--- src/rtl/diners_ring.sv ---
// diners_ring: ring of N dining philosophers (THINKING/HUNGRY/EATING/READING)
// with neighbour-based fork arbitration and a READING wave that travels
// around the ring.
//
// Parameters:
//   N          number of philosophers (3..64)
//   MODE       0 = fixed asymmetric rule, 1 = rotating priority token
//   STARVE_MAX hungry-cycle count at which starve_flag asserts (1..255)
//   EAT_MAX    forced-release limit in EATING cycles, 0 = disabled
// Ports:
//   clk         rising-edge clock
//   rst_n       asynchronous active-low reset
//   hungry_req  per-philosopher THINKING->HUNGRY request
//   done_req    per-philosopher EATING->THINKING request
//   read_start  per-philosopher THINKING->READING injection
//   state_o     packed states, 2 bits per philosopher
//   eating      per-philosopher EATING decode
//   starve_flag per-philosopher registered starvation flag
//   token       priority holder index (always 0 when MODE=0)
//   safety_err  sticky adjacent-EATING violation flag
module diners_ring #(
    parameter int N          = 8,
    parameter int MODE       = 0,
    parameter int STARVE_MAX = 15,
    parameter int EAT_MAX    = 0
) (
    input  logic             clk,
    input  logic             rst_n,
    input  logic [N-1:0]     hungry_req,
    input  logic [N-1:0]     done_req,
    input  logic [N-1:0]     read_start,
    output logic [2*N-1:0]   state_o,
    output logic [N-1:0]     eating,
    output logic [N-1:0]     starve_flag,
    output logic [5:0]       token,
    output logic             safety_err
);

    typedef enum logic [1:0] {
        THINKING = 2'd0,
        HUNGRY   = 2'd1,
        EATING   = 2'd2,
        READING  = 2'd3
    } phil_state_t;

    localparam int unsigned NU        = N;
    localparam logic [7:0]  STARVE_TH = 8'(STARVE_MAX);
    localparam logic [31:0] EAT_LIM   = 32'(EAT_MAX);
    localparam logic [5:0]  TOK_LAST  = 6'(N - 1);

    phil_state_t st       [N];
    phil_state_t st_nxt   [N];
    logic [7:0]  hcnt     [N];
    logic [7:0]  hcnt_nxt [N];
    logic [15:0] ecnt     [N];
    logic [15:0] ecnt_nxt [N];
    logic [N-1:0] sflag, sflag_nxt;
    logic [5:0]  tok, tok_nxt;
    logic        err, err_nxt;
    logic        tok_hungry, tok_grant;
    // Set on the first edge after reset release; state only moves once it is
    // high, so the first state change lands on the second edge.
    logic        run;

    function automatic int unsigned left_of(int unsigned i);
        return (i + 1) % NU;
    endfunction

    function automatic int unsigned right_of(int unsigned i);
        return (i + NU - 1) % NU;
    endfunction

    // ecnt holds completed EATING cycles; +1 counts the cycle in progress, so
    // a philosopher leaves on the edge that ends its EAT_MAX-th eating cycle.
    function automatic logic eat_limit(logic [15:0] c);
        return (EAT_MAX > 0) && (({16'd0, c} + 32'd1) >= EAT_LIM);
    endfunction

    always_ff @(posedge clk or negedge rst_n) begin
        if (!rst_n) begin
            st    <= '{default: THINKING};
            hcnt  <= '{default: '0};
            ecnt  <= '{default: '0};
            sflag <= '0;
            tok   <= '0;
            err   <= 1'b0;
            run   <= 1'b0;
        end else if (!run) begin
            run <= 1'b1;
        end else begin
            st    <= st_nxt;
            hcnt  <= hcnt_nxt;
            ecnt  <= ecnt_nxt;
            sflag <= sflag_nxt;
            tok   <= tok_nxt;
            err   <= err_nxt;
        end
    end

    always_comb begin
        st_nxt     = st;
        hcnt_nxt   = hcnt;
        ecnt_nxt   = ecnt;
        sflag_nxt  = sflag;
        tok_nxt    = tok;
        err_nxt    = err;
        tok_hungry = 1'b0;
        tok_grant  = 1'b0;
        for (int unsigned i = 0; i < NU; i++) begin
            case (st[i])
                READING: begin
                    if (st[left_of(i)] == THINKING) st_nxt[i] = THINKING;
                end
                THINKING: begin
                    if (st[right_of(i)] == READING || read_start[i]) st_nxt[i] = READING;
                    else if (hungry_req[i])                             st_nxt[i] = HUNGRY;
                end
                EATING: begin
                    if (done_req[i] || eat_limit(ecnt[i])) st_nxt[i] = THINKING;
                end
                HUNGRY: begin
                    if (st[left_of(i)] != EATING && st[right_of(i)] != EATING &&
                        (st[right_of(i)] != HUNGRY || (MODE == 1 && tok == 6'(i))))
                        st_nxt[i] = EATING;
                end
                default: ;
            endcase

            hcnt_nxt[i]  = (st[i] == HUNGRY) ? ((hcnt[i] == 8'hFF) ? 8'hFF : hcnt[i] + 8'd1) : '0;
            sflag_nxt[i] = (hcnt_nxt[i] >= STARVE_TH);
            // Any non-EATING cycle zeroes the count, so entry always starts at 0.
            ecnt_nxt[i]  = (st[i] == EATING) ? ((ecnt[i] == '1) ? '1 : ecnt[i] + 16'd1) : '0;

            if (st[i] == EATING && st[left_of(i)] == EATING) err_nxt = 1'b1;

            if (tok == 6'(i)) begin
                tok_hungry = (st[i] == HUNGRY);
                tok_grant  = (st_nxt[i] == EATING);
            end
        end
        if (MODE == 1 && (!tok_hungry || tok_grant))
            tok_nxt = (tok == TOK_LAST) ? '0 : tok + 6'd1;
    end

    always_comb begin
        state_o = '0;
        eating  = '0;
        for (int unsigned i = 0; i < NU; i++) begin
            state_o[2*i +: 2] = st[i];
            eating[i]         = (st[i] == EATING);
        end
        starve_flag = sflag;
        token       = tok;
        safety_err  = err;
    end

endmodule

--- config.mk ---
export PLATFORM = sky130hd
export DESIGN_NAME = diners_ring
export DESIGN_NICKNAME = d
export VERILOG_FILES = /design/src/rtl/diners_ring.sv
export SDC_FILE = /design/constraint.sdc
export NUM_CORES = 1
export LEC_CHECK = 0
export CAP_MARGIN = 20
export CORE_MARGIN = 2
export CORE_UTILIZATION = 30
export CTS_CLUSTER_SIZE = 25
export DETAILED_ROUTE_END_ITERATION = 16
export SYNTH_ARGS = -nofsm -noshare
export SYNTH_HDL_FRONTEND = slang
export SYNTH_SLANG_ARGS = --single-unit
--- constraint.sdc ---
create_clock -name clk -period 3.55 [get_ports clk]
set_input_delay 0.355 -clock clk [delete_from_list [all_inputs] [get_ports clk]]
set_output_delay 0.355 -clock clk [all_outputs]
set_load 0.01 [all_outputs]
==> impl_metrics.csv, run 1 <==
group,metric,value,unit
status,status,"completed",
place,gp_congestion,0.801,
yosys,synth_cells,639,
power_and_ir_drop,power_density,579,nW/um2
sta,fmax,0.458,GHz
place,io_buffers,58,
clock_tree,clk_path_buf_depth,2,
die,die_h,139,um
sta,min_period_over_period,61.5,%
power_and_ir_drop,leakagePower,2.61,nW
clock_tree,cts-root-buf,"clkbuf_16",
global_routing,track_usage,13.3,%
yosys,netlist_area,5460,um2
route,first_pass_iters,5,
route,drt-total-wl,12800,um
global_routing,grt_max_degree,68,
route,drtIter0Drc,348,
final_layout,syn_to_final_growth,17.9,%
sta,whs,114,ps
sta,skew,6.94,ps
hold_path,hold_class,"in -> async",
yosys,yosys.area.top_type_share,41.3,%
final_layout,layout.cells.non_filler,908,
clock_tree,clk_pin_slew,60,ps
die,core,17900,um2
route,vias,4799,
sta,relSlewSlack,41.3,%
clock_tree,cts-resized-gates,0,
critical_path,criticalPathCategory,"reg -> out",
yosys,synth_flop_cell,"dfrtp_1",
place,dpl.cell_count,892,
final_layout,layout-drive-gt1-share,6.63,%
yosys,ys_seq_area_share,41.3,%
sta,min_period,2180,ps
global_routing,first_global_vias,4341,
sta,drv_slew,0,
yosys,ys_types,70,
global_routing,gr-total-overflow,0,
yosys,synth_most_common_cell,"dfrtp_1",
critical_path,worst_setup_path_start_kind,"flop",
die,die_area,19300,um2
final_layout,diodes,0,
run,maxCapViolations,0,
die,start_util,30.5,%
critical_path,required,3190,ps
clock_tree,htree_num_levels,3,
sta,setup_viol,0,
global_routing,antenna_found_initial,0,
route,wl_per_cell,14.1,um
die,std_cell_rows,49,
route,drtAntennaViolNets,0,
yosys,netlist.top_cell.by_area,"dfrtp_1",
critical_path,end_kind,"primary output",
yosys,synth_seq_cells,90,
yosys,avgSynthCellArea,8.54,um2
critical_path,rr_worst_depth,4,
clock_tree,holdBufCountCts,0,
critical_path,cp_data_arrival_time,1830,ps
sta,tns,0,ps
route,vias_per_cell,5.29,
sta,worst_pin_slew,878,ps
clock_tree,cts_sinks,90,
clock_tree,cts_tree,"done",
yosys,synth-edff-count,0,
global_routing,grt_pass1_wl,21500,um
route,drc,0,
power_and_ir_drop,peakVddDrop,357,uV
sta,hold_violations,0,
die,die_width,139,um
place,dp_hpwl,8720,um
yosys,async_flop_share,100,%
yosys,synthTopCellsByArea,"dfrtp_1 (41%), o21ai_0 (6.4%), a21oi_1 (6.1%), nand2_1 (3.9%), nor2_1 (3.2%)",
die,ios,65,
sta,rsz0062_at_grt,"no",
clock_tree,cts_setup_buffers,0,
clock_tree,tritoncts.num_buffers,9,
final_layout,layout.nets,708,
clock_tree,clock_latency,350,ps
yosys,yosys_warnings,0,
yosys,synth_commonest_cells,"dfrtp_1 (90), o21ai_0 (70), a21oi_1 (66)",
critical_path,crit_path_max_fanout,8,
sequential cells by signal (all words and copies together) (netlist names):
name,cells
hcnt,64
state_o,16
starve_flag,8
run,1
safety_err,1
stage by stage:
stage          setup slack (ps)  area, um2  util [%]  power [mW]
2_1_floorplan              1860       5480         -        2.33
3_3_place_gp               1550       6170      34.5        2.86
3_5_place_dp               1530       6170      34.5        2.87
4_1_cts                    1350       6430      35.9        3.78
5_1_grt                    1230       6430      35.9        3.99
6_report                   1370       6430      35.9        3.73
final cells by class:
| cell class | instances | area [um2] |
|---|---|---|
| clock inverters | 2 | 12.5 |
| clock buffers | 14 | 254 |
| multi-input cells | 487 | 2930 |
| flip-flops and latches | 90 | 2260 |
| fillers | 1831 | 11500 |
| well taps | 229 | 287 |
| inverters | 24 | 90.1 |
| repair buffers | 62 | 608 |
worst paths after layout:
kind | start | to | slack (ps)
setup / recovery | state_o[11]$_DFFE_PN0P_ | eating[5] | 1370
hold / removal | rst_n | hcnt[7]$_DFFE_PN0P_ | 110
setup reg to reg | run$_DFF_PN0_ | hcnt[30]$_DFFE_PN0P_ | 1480
hold reg to reg | safety_err$_DFFE_PN0P_ | safety_err$_DFFE_PN0P_ | 460
max in group asynchronous | rst_n | starve_flag[3]$_DFFE_PN0P_ | 2700
min in group clk | safety_err$_DFFE_PN0P_ | safety_err$_DFFE_PN0P_ | 460
routing by layer:
metal  track usage [%]  up-vias  routed length (um)
met3              2.56       14                 463
met5                 0        -                   0
met2              20.4       89                5750
met1              18.7     2275                6420
met4              4.73        0                 182
li1                  -     2421                   -
logic make-up (layout without fill, tap and decap cells):
group,after synthesis,count (layout),share of synthesized area (%)
compound gates,224,224,25.6
simple gates,223,223,21.1
flops,90,90,41.3
buf+inv,67,102,5.45
mux,16,16,3.21
fa+ha+maj,9,9,2.02
xor+xnor,8,8,1.28
other cells,2,7,0.138
worst max-delay path, stage by stage, from the launching register on:
cell             delay (ps)
dfrtp_1                 460
nor2b_1                 410
clkdlybuf4s50_1         620
where the power goes:
group          leakage [nW]  total (mW)  internal (mW)  switching [mW]
registers              1.21        1.47           1.18           0.283
logic                  1.27        1.37          0.664           0.710
clock network         0.127       0.885          0.494           0.391
cell usage in the layout (no fill, tap or decap), drive strengths merged, types with 3 or more instances in the layout:
cell type       n
inv            24
o21ai          73
nor2           48
o31ai          12
ha              8
dfrtp          90
nand2          57
a31oi           8
nor2b          17
nor4            3
conb            7
clkdlybuf4s50  57
nand3b          3
and2            4
o211ai         11
xor2            5
buf             5
mux2           12
nor3           17
a21oi          66
and4            6
a21o           11
clkbuf         14
a211oi          5
o2bb2ai         6
a41oi          14
mux2i           4
nand3          25
xnor2           3
and3           21
nand4          12
No activity file was read; power rests on OpenSTA's default activity.
==> inputs of run 2 (changes only) <==
==> constraint.sdc (replaced) <==
create_clock -name clk -period 2.02 [get_ports clk]
set_input_delay 0.202 -clock clk [delete_from_list [all_inputs] [get_ports clk]]
set_output_delay 0.202 -clock clk [all_outputs]
set_load 0.01 [all_outputs]
==> impl_metrics.csv, run 2 (synthesis results as in run 1) <==
group,metric,value,unit
status,status,"completed",
final_layout,fillers,1846,
clock_tree,cts_sinks,90,
route,vias_per_cell,5.22,
route,drt-total-wl,12400,um
sta,hold_violations,0,
clock_tree,clk_path_buf_depth,2,
final_layout,utilization,36.8,%
run,maxCapViolations,0,
final_layout,layout-drive-gt1-share,8.89,%
global_routing,grt_max_degree,81,
critical_path,reg2reg_from,"hcnt[24]$_DFFE_PN0P_",
place,place_area,6250,um2
clock_tree,clock_latency,330,ps
power_and_ir_drop,peakVddDrop,753,uV
power_and_ir_drop,clkPwrFrac,26.3,%
final_layout,most-common-layout-cells,"dfrtp_1 (87), o21ai_0 (70), a21oi_1 (66)",
sta,setup_viol,0,
critical_path,cpPeakStageDelay,580,ps
die,die_h,139,um
route,wl_per_cell,13.6,um
die,ios,65,
critical_path,criticalPathCategory,"reg -> out",
sta,drv_slew,0,
power_and_ir_drop,power_frac_seq,37.5,%
route,drtIter0Drc,332,
die,die_width,139,um
place,dp_hpwl,8700,um
global_routing,track_usage,13.0,%
critical_path,crit_slowest_cell,"clkdlybuf4s50_1",
die,die_area,19300,um2
final_layout,layout.cells.non_filler,915,
clock_tree,tritoncts.num_buffers,9,
final_layout,regMostFlops,"hcnt",
critical_path,worst_setup_path_start_kind,"flop",
power_and_ir_drop,p_comb_share,36.2,%
critical_path,r2r-end,"starve_flag[4]$_DFFE_PN0P_",
critical_path,worstPathCellList,"nor2b_2 -> clkdlybuf4s50_1",
power_and_ir_drop,leakagePower,2.69,nW
clock_tree,cts-root-buf,"clkbuf_16",
final_layout,layout.nets,716,
power_and_ir_drop,switchingPower,2.43,mW
critical_path,rr_worst_depth,6,
critical_path,required,1820,ps
final_layout,multi_input_area,2940,um2
place,io_buffers,58,
route,vias,4777,
power_and_ir_drop,power_density,1040,nW/um2
power_and_ir_drop,switching_share,35.4,%
critical_path,r2r_slack,230,ps
place,gp_congestion,0.816,
place,dpl.cell_count,899,
final_layout,regArea,2260,um2
final_layout,design_area,6590,um2
route,first_pass_iters,5,
sta,tns,0,ps
sta,fmax,0.525,GHz
die,start_util,30.5,%
global_routing,gr-total-overflow,0,
global_routing,first_global_vias,4427,
global_routing,antenna_found_initial,0,
sta,min_period,1900,ps
final_layout,diodes,0,
final_layout,syn_to_final_growth,20.8,%
global_routing,grt_pass1_wl,21400,um
hold_path,hold_class,"in -> async",
sta,rsz0062_at_grt,"no",
clock_tree,cts_tree,"done",
die,core,17900,um2
sta,skew,4.92,ps
power_and_ir_drop,p_int,4.45,mW
critical_path,end_kind,"primary output",
die,std_cell_rows,49,
clock_tree,cts_setup_buffers,0,
final_layout,largest_register_ffs,64,
route,drtAntennaViolNets,0,
sta,min_period_over_period,94.2,%
critical_path,crit_path_max_fanout,9,
critical_path,cp_data_arrival_time,1700,ps
clock_tree,clk_pin_slew,70,ps
route,drc,0,
final_layout,layout_commonest_cell,"dfrtp_1",
clock_tree,htree_num_levels,3,
run 2: final cells by class:
| type | instances | share of cell area, % |
|---|---|---|
| timing repair buffer | 70 | 10.6 |
| multi-input combinational | 487 | 44.6 |
| sequential | 90 | 34.3 |
| clock inverter | 1 | 0.455 |
| clock buffer | 14 | 4.46 |
| tap | 229 | 4.35 |
| inverter | 24 | 1.37 |
run 2: what timing repair did:
item                                    4_1_cts  5_1_grt
endpoints found under the setup margin        0        6
endpoints found under the hold margin        32        0
hold buffers                                  1        0
gates resized for setup                       0        6
run 2: worst max path at each step:
stage	end	slack [ps]	startpoint	cells after the start
after floorplan	starve_flag[4]$_DFFE_PN0P_	330	hcnt[24]$_DFFE_PN0P_	6
after global placement	starve_flag[4]$_DFFE_PN0P_	280	hcnt[24]$_DFFE_PN0P_	6
after detailed placement	starve_flag[4]$_DFFE_PN0P_	250	hcnt[24]$_DFFE_PN0P_	6
after CTS	eating[6]	10	state_o[13]$_DFFE_PN0P_	2
after global routing	eating[3]	4	state_o[7]$_DFFE_PN0P_	2
final	eating[3]	120	state_o[7]$_DFFE_PN0P_	2
run 2: through the flow:
| step | power [mW] | hold WS, ps | setup slack (ps) |
|---|---|---|---|
| finish | 6.88 | 371 | 117 |
| global route | 7.39 | 407 | 3.68 |
| CTS | 6.93 | 390 | 11.1 |
| detailed placement | 5.09 | 200 | 252 |
| global placement | 5.09 | 204 | 281 |
| floorplan | 4.09 | -93.6 | 330 |
run 2: routing by layer:
layer | track usage (%) | vias up | wire, um
li1 | - | 2428 | -
met1 | 18.0 | 2270 | 6220
met2 | 21.0 | 71 | 5710
met3 | 2.87 | 8 | 395
met4 | 2.87 | 0 | 104
met5 | 0 | - | 0
run 2: power by group through the flow:
stage	combinational, mW	sequential [mW]	clock (mW)
finish	2.49	2.58	1.81
CTS	2.51	2.57	1.85
floorplan	1.59	2.50	0
detailed placement	2.49	2.61	0
global route	2.78	2.67	1.94
global placement	2.49	2.60	0
run 2: worst max-delay path, delay by kind of cell (launching register included):
kind	cells	cell delay (ps)
buffers and inverters	1	580
flip-flops	1	490
AND/OR/NAND/NOR	1	300
==> inputs of run 3 (changes only) <==
--- a/config.mk
+++ b/config.mk
@@ -7,9 +7,11 @@
 export LEC_CHECK = 0
 export CAP_MARGIN = 20
 export CORE_MARGIN = 2
-export CORE_UTILIZATION = 30
+export CORE_UTILIZATION = 55
 export CTS_CLUSTER_SIZE = 25
 export DETAILED_ROUTE_END_ITERATION = 16
+export PLACE_DENSITY = 0.79
+export SLEW_MARGIN = 20
 export SYNTH_ARGS = -nofsm -noshare
 export SYNTH_HDL_FRONTEND = slang
 export SYNTH_SLANG_ARGS = --single-unit
==> impl_metrics.csv, run 3 (synthesis results as in run 1) <==
group,metric,value,unit
route,vias,4935,
critical_path,rr_worst_depth,6,
die,die_h,104,um
place,dp_hpwl,8490,um
global_routing,gr-total-overflow,0,
final_layout,layout.cells.non_filler,821,
critical_path,r2r_slack,190,ps
global_routing,grt_max_degree,100,
place,io_buffers,58,
critical_path,end_kind,"primary output",
die,ios,65,
power_and_ir_drop,leakagePower,2.63,nW
place,dpl.cell_count,805,
critical_path,criticalPathCategory,"reg -> out",
final_layout,design_area,6350,um2
route,drtAntennaViolNets,0,
final_layout,layout.nets,718,
place,gp_congestion,0.891,
die,core,9680,um2
global_routing,antenna_found_initial,0,
die,die_width,104,um
critical_path,r2r-end,"starve_flag[4]$_DFFE_PN0P_",
sta,min_period,1960,ps
critical_path,required,1820,ps
final_layout,utilization,65.5,%
final_layout,fillers,810,
route,drc,0,
clock_tree,cts-root-buf,"clkbuf_8",
run,maxCapViolations,0,
sta,drv_slew,0,
global_routing,first_global_vias,4654,
route,drtIter0Drc,290,
global_routing,grt_pass1_wl,21000,um
final_layout,regMostFlops,"hcnt",
hold_path,hold_class,"in -> async",
clock_tree,clk_pin_slew,90,ps
route,vias_per_cell,6.01,
sta,rsz0062_at_grt,"no",
clock_tree,tritoncts.num_buffers,9,
die,std_cell_rows,36,
route,wl_per_cell,15.1,um
sta,hold_violations,0,
final_layout,layout_commonest_cell,"dfrtp_1",
clock_tree,htree_num_levels,3,
status,status,"completed",
sta,tns,0,ps
clock_tree,cts_setup_buffers,0,
final_layout,diodes,0,
sta,min_period_over_period,97.2,%
critical_path,cp_data_arrival_time,1760,ps
final_layout,layout-drive-gt1-share,8.72,%
die,start_util,56.4,%
clock_tree,cts_sinks,90,
clock_tree,cts_tree,"done",
clock_tree,clock_latency,380,ps
critical_path,reg2reg_from,"hcnt[24]$_DFFE_PN0P_",
route,drt-total-wl,12400,um
route,first_pass_iters,5,
power_and_ir_drop,peakVddDrop,832,uV
final_layout,most-common-layout-cells,"dfrtp_1 (88), o21ai_0 (70), a21oi_1 (66)",
critical_path,worst_setup_path_start_kind,"flop",
final_layout,syn_to_final_growth,16.3,%
sta,fmax,0.509,GHz
sta,whs,306,ps
clock_tree,clk_path_buf_depth,2,
final_layout,largest_register_ffs,64,
global_routing,track_usage,23.2,%
critical_path,crit_path_max_fanout,10,
place,place_area,6140,um2
sta,setup_viol,0,
power_and_ir_drop,power_density,999,nW/um2
sta,skew,12.6,ps
die,die_area,10700,um2
run 3: cell types whose count changed in the layout (fill, tap and decap cells not counted), sizes merged:
| cell | change |
|---|---|
| buf | +2 |
| clkinvlp | +1 |
| clkinv | +1 |
| clkbuf | -2 |
run 3: worst max-delay path, stage by stage, from the launching register on:
cell and delay (ps):
dfrtp_1 540, nor2b_4 280, clkdlybuf4s50_1 580
run 3: worst max-delay path by stage:
stage               slack [ps]                    start  depth (start not counted)                         end
global route                 5   state_o[9]$_DFFE_PN0P_                          2                   eating[4]
global placement           280     hcnt[24]$_DFFE_PN0P_                          6  starve_flag[4]$_DFFE_PN0P_
detailed placement         240      hcnt[8]$_DFFE_PN0P_                          6        hcnt[12]$_DFFE_PN0P_
CTS                         10  state_o[12]$_DFFE_PN0P_                          2                   eating[6]
finish                      60   state_o[9]$_DFFE_PN0P_                          2                   eating[4]
floorplan                  330     hcnt[24]$_DFFE_PN0P_                          6  starve_flag[4]$_DFFE_PN0P_
run 3: through the flow:
stage	power, mW	setup WS, ps
after floorplan	4.09	330
after global placement	5.05	281
after detailed placement	5.13	244
after CTS	6.34	10.4
after global routing	6.78	4.56
final	6.34	55.9
run 3: final cells by class:
type	instances	area, um2	area share [%]
clock buffers	12	135	2.13
inverters	24	90.1	1.42
flip-flops and latches	90	2260	35.6
clock inverters	3	42.5	0.670
repair buffers	72	711	11.2
multi-input cells	487	2950	46.4
well taps	133	166	2.62
run 3: where the power goes:
part	internal, mW	switching [mW]
sequential	2.08	0.466
clock	0.565	0.636
combinational	1.29	1.31
run 3: per-layer routing:
metal / routed length (um) / share of wire (%) / vias to the layer above / global-route usage (%)
li1: - / - / 2419 / -
met3: 397 / 3.2 / 17 / 3.34
met4: 183 / 1.5 / 0 / 9.85
met5: 0 / 0 / - / 0
met2: 6180 / 50 / 111 / 39.7
met1: 5610 / 45 / 2388 / 29.6
run 3: repair_timing:
item | in CTS | in global routing
endpoints found under the setup margin | 1 | 6
gates resized for setup | 1 | 6
hold buffers | 1 | 0
hold endpoints to repair | 32 | 0
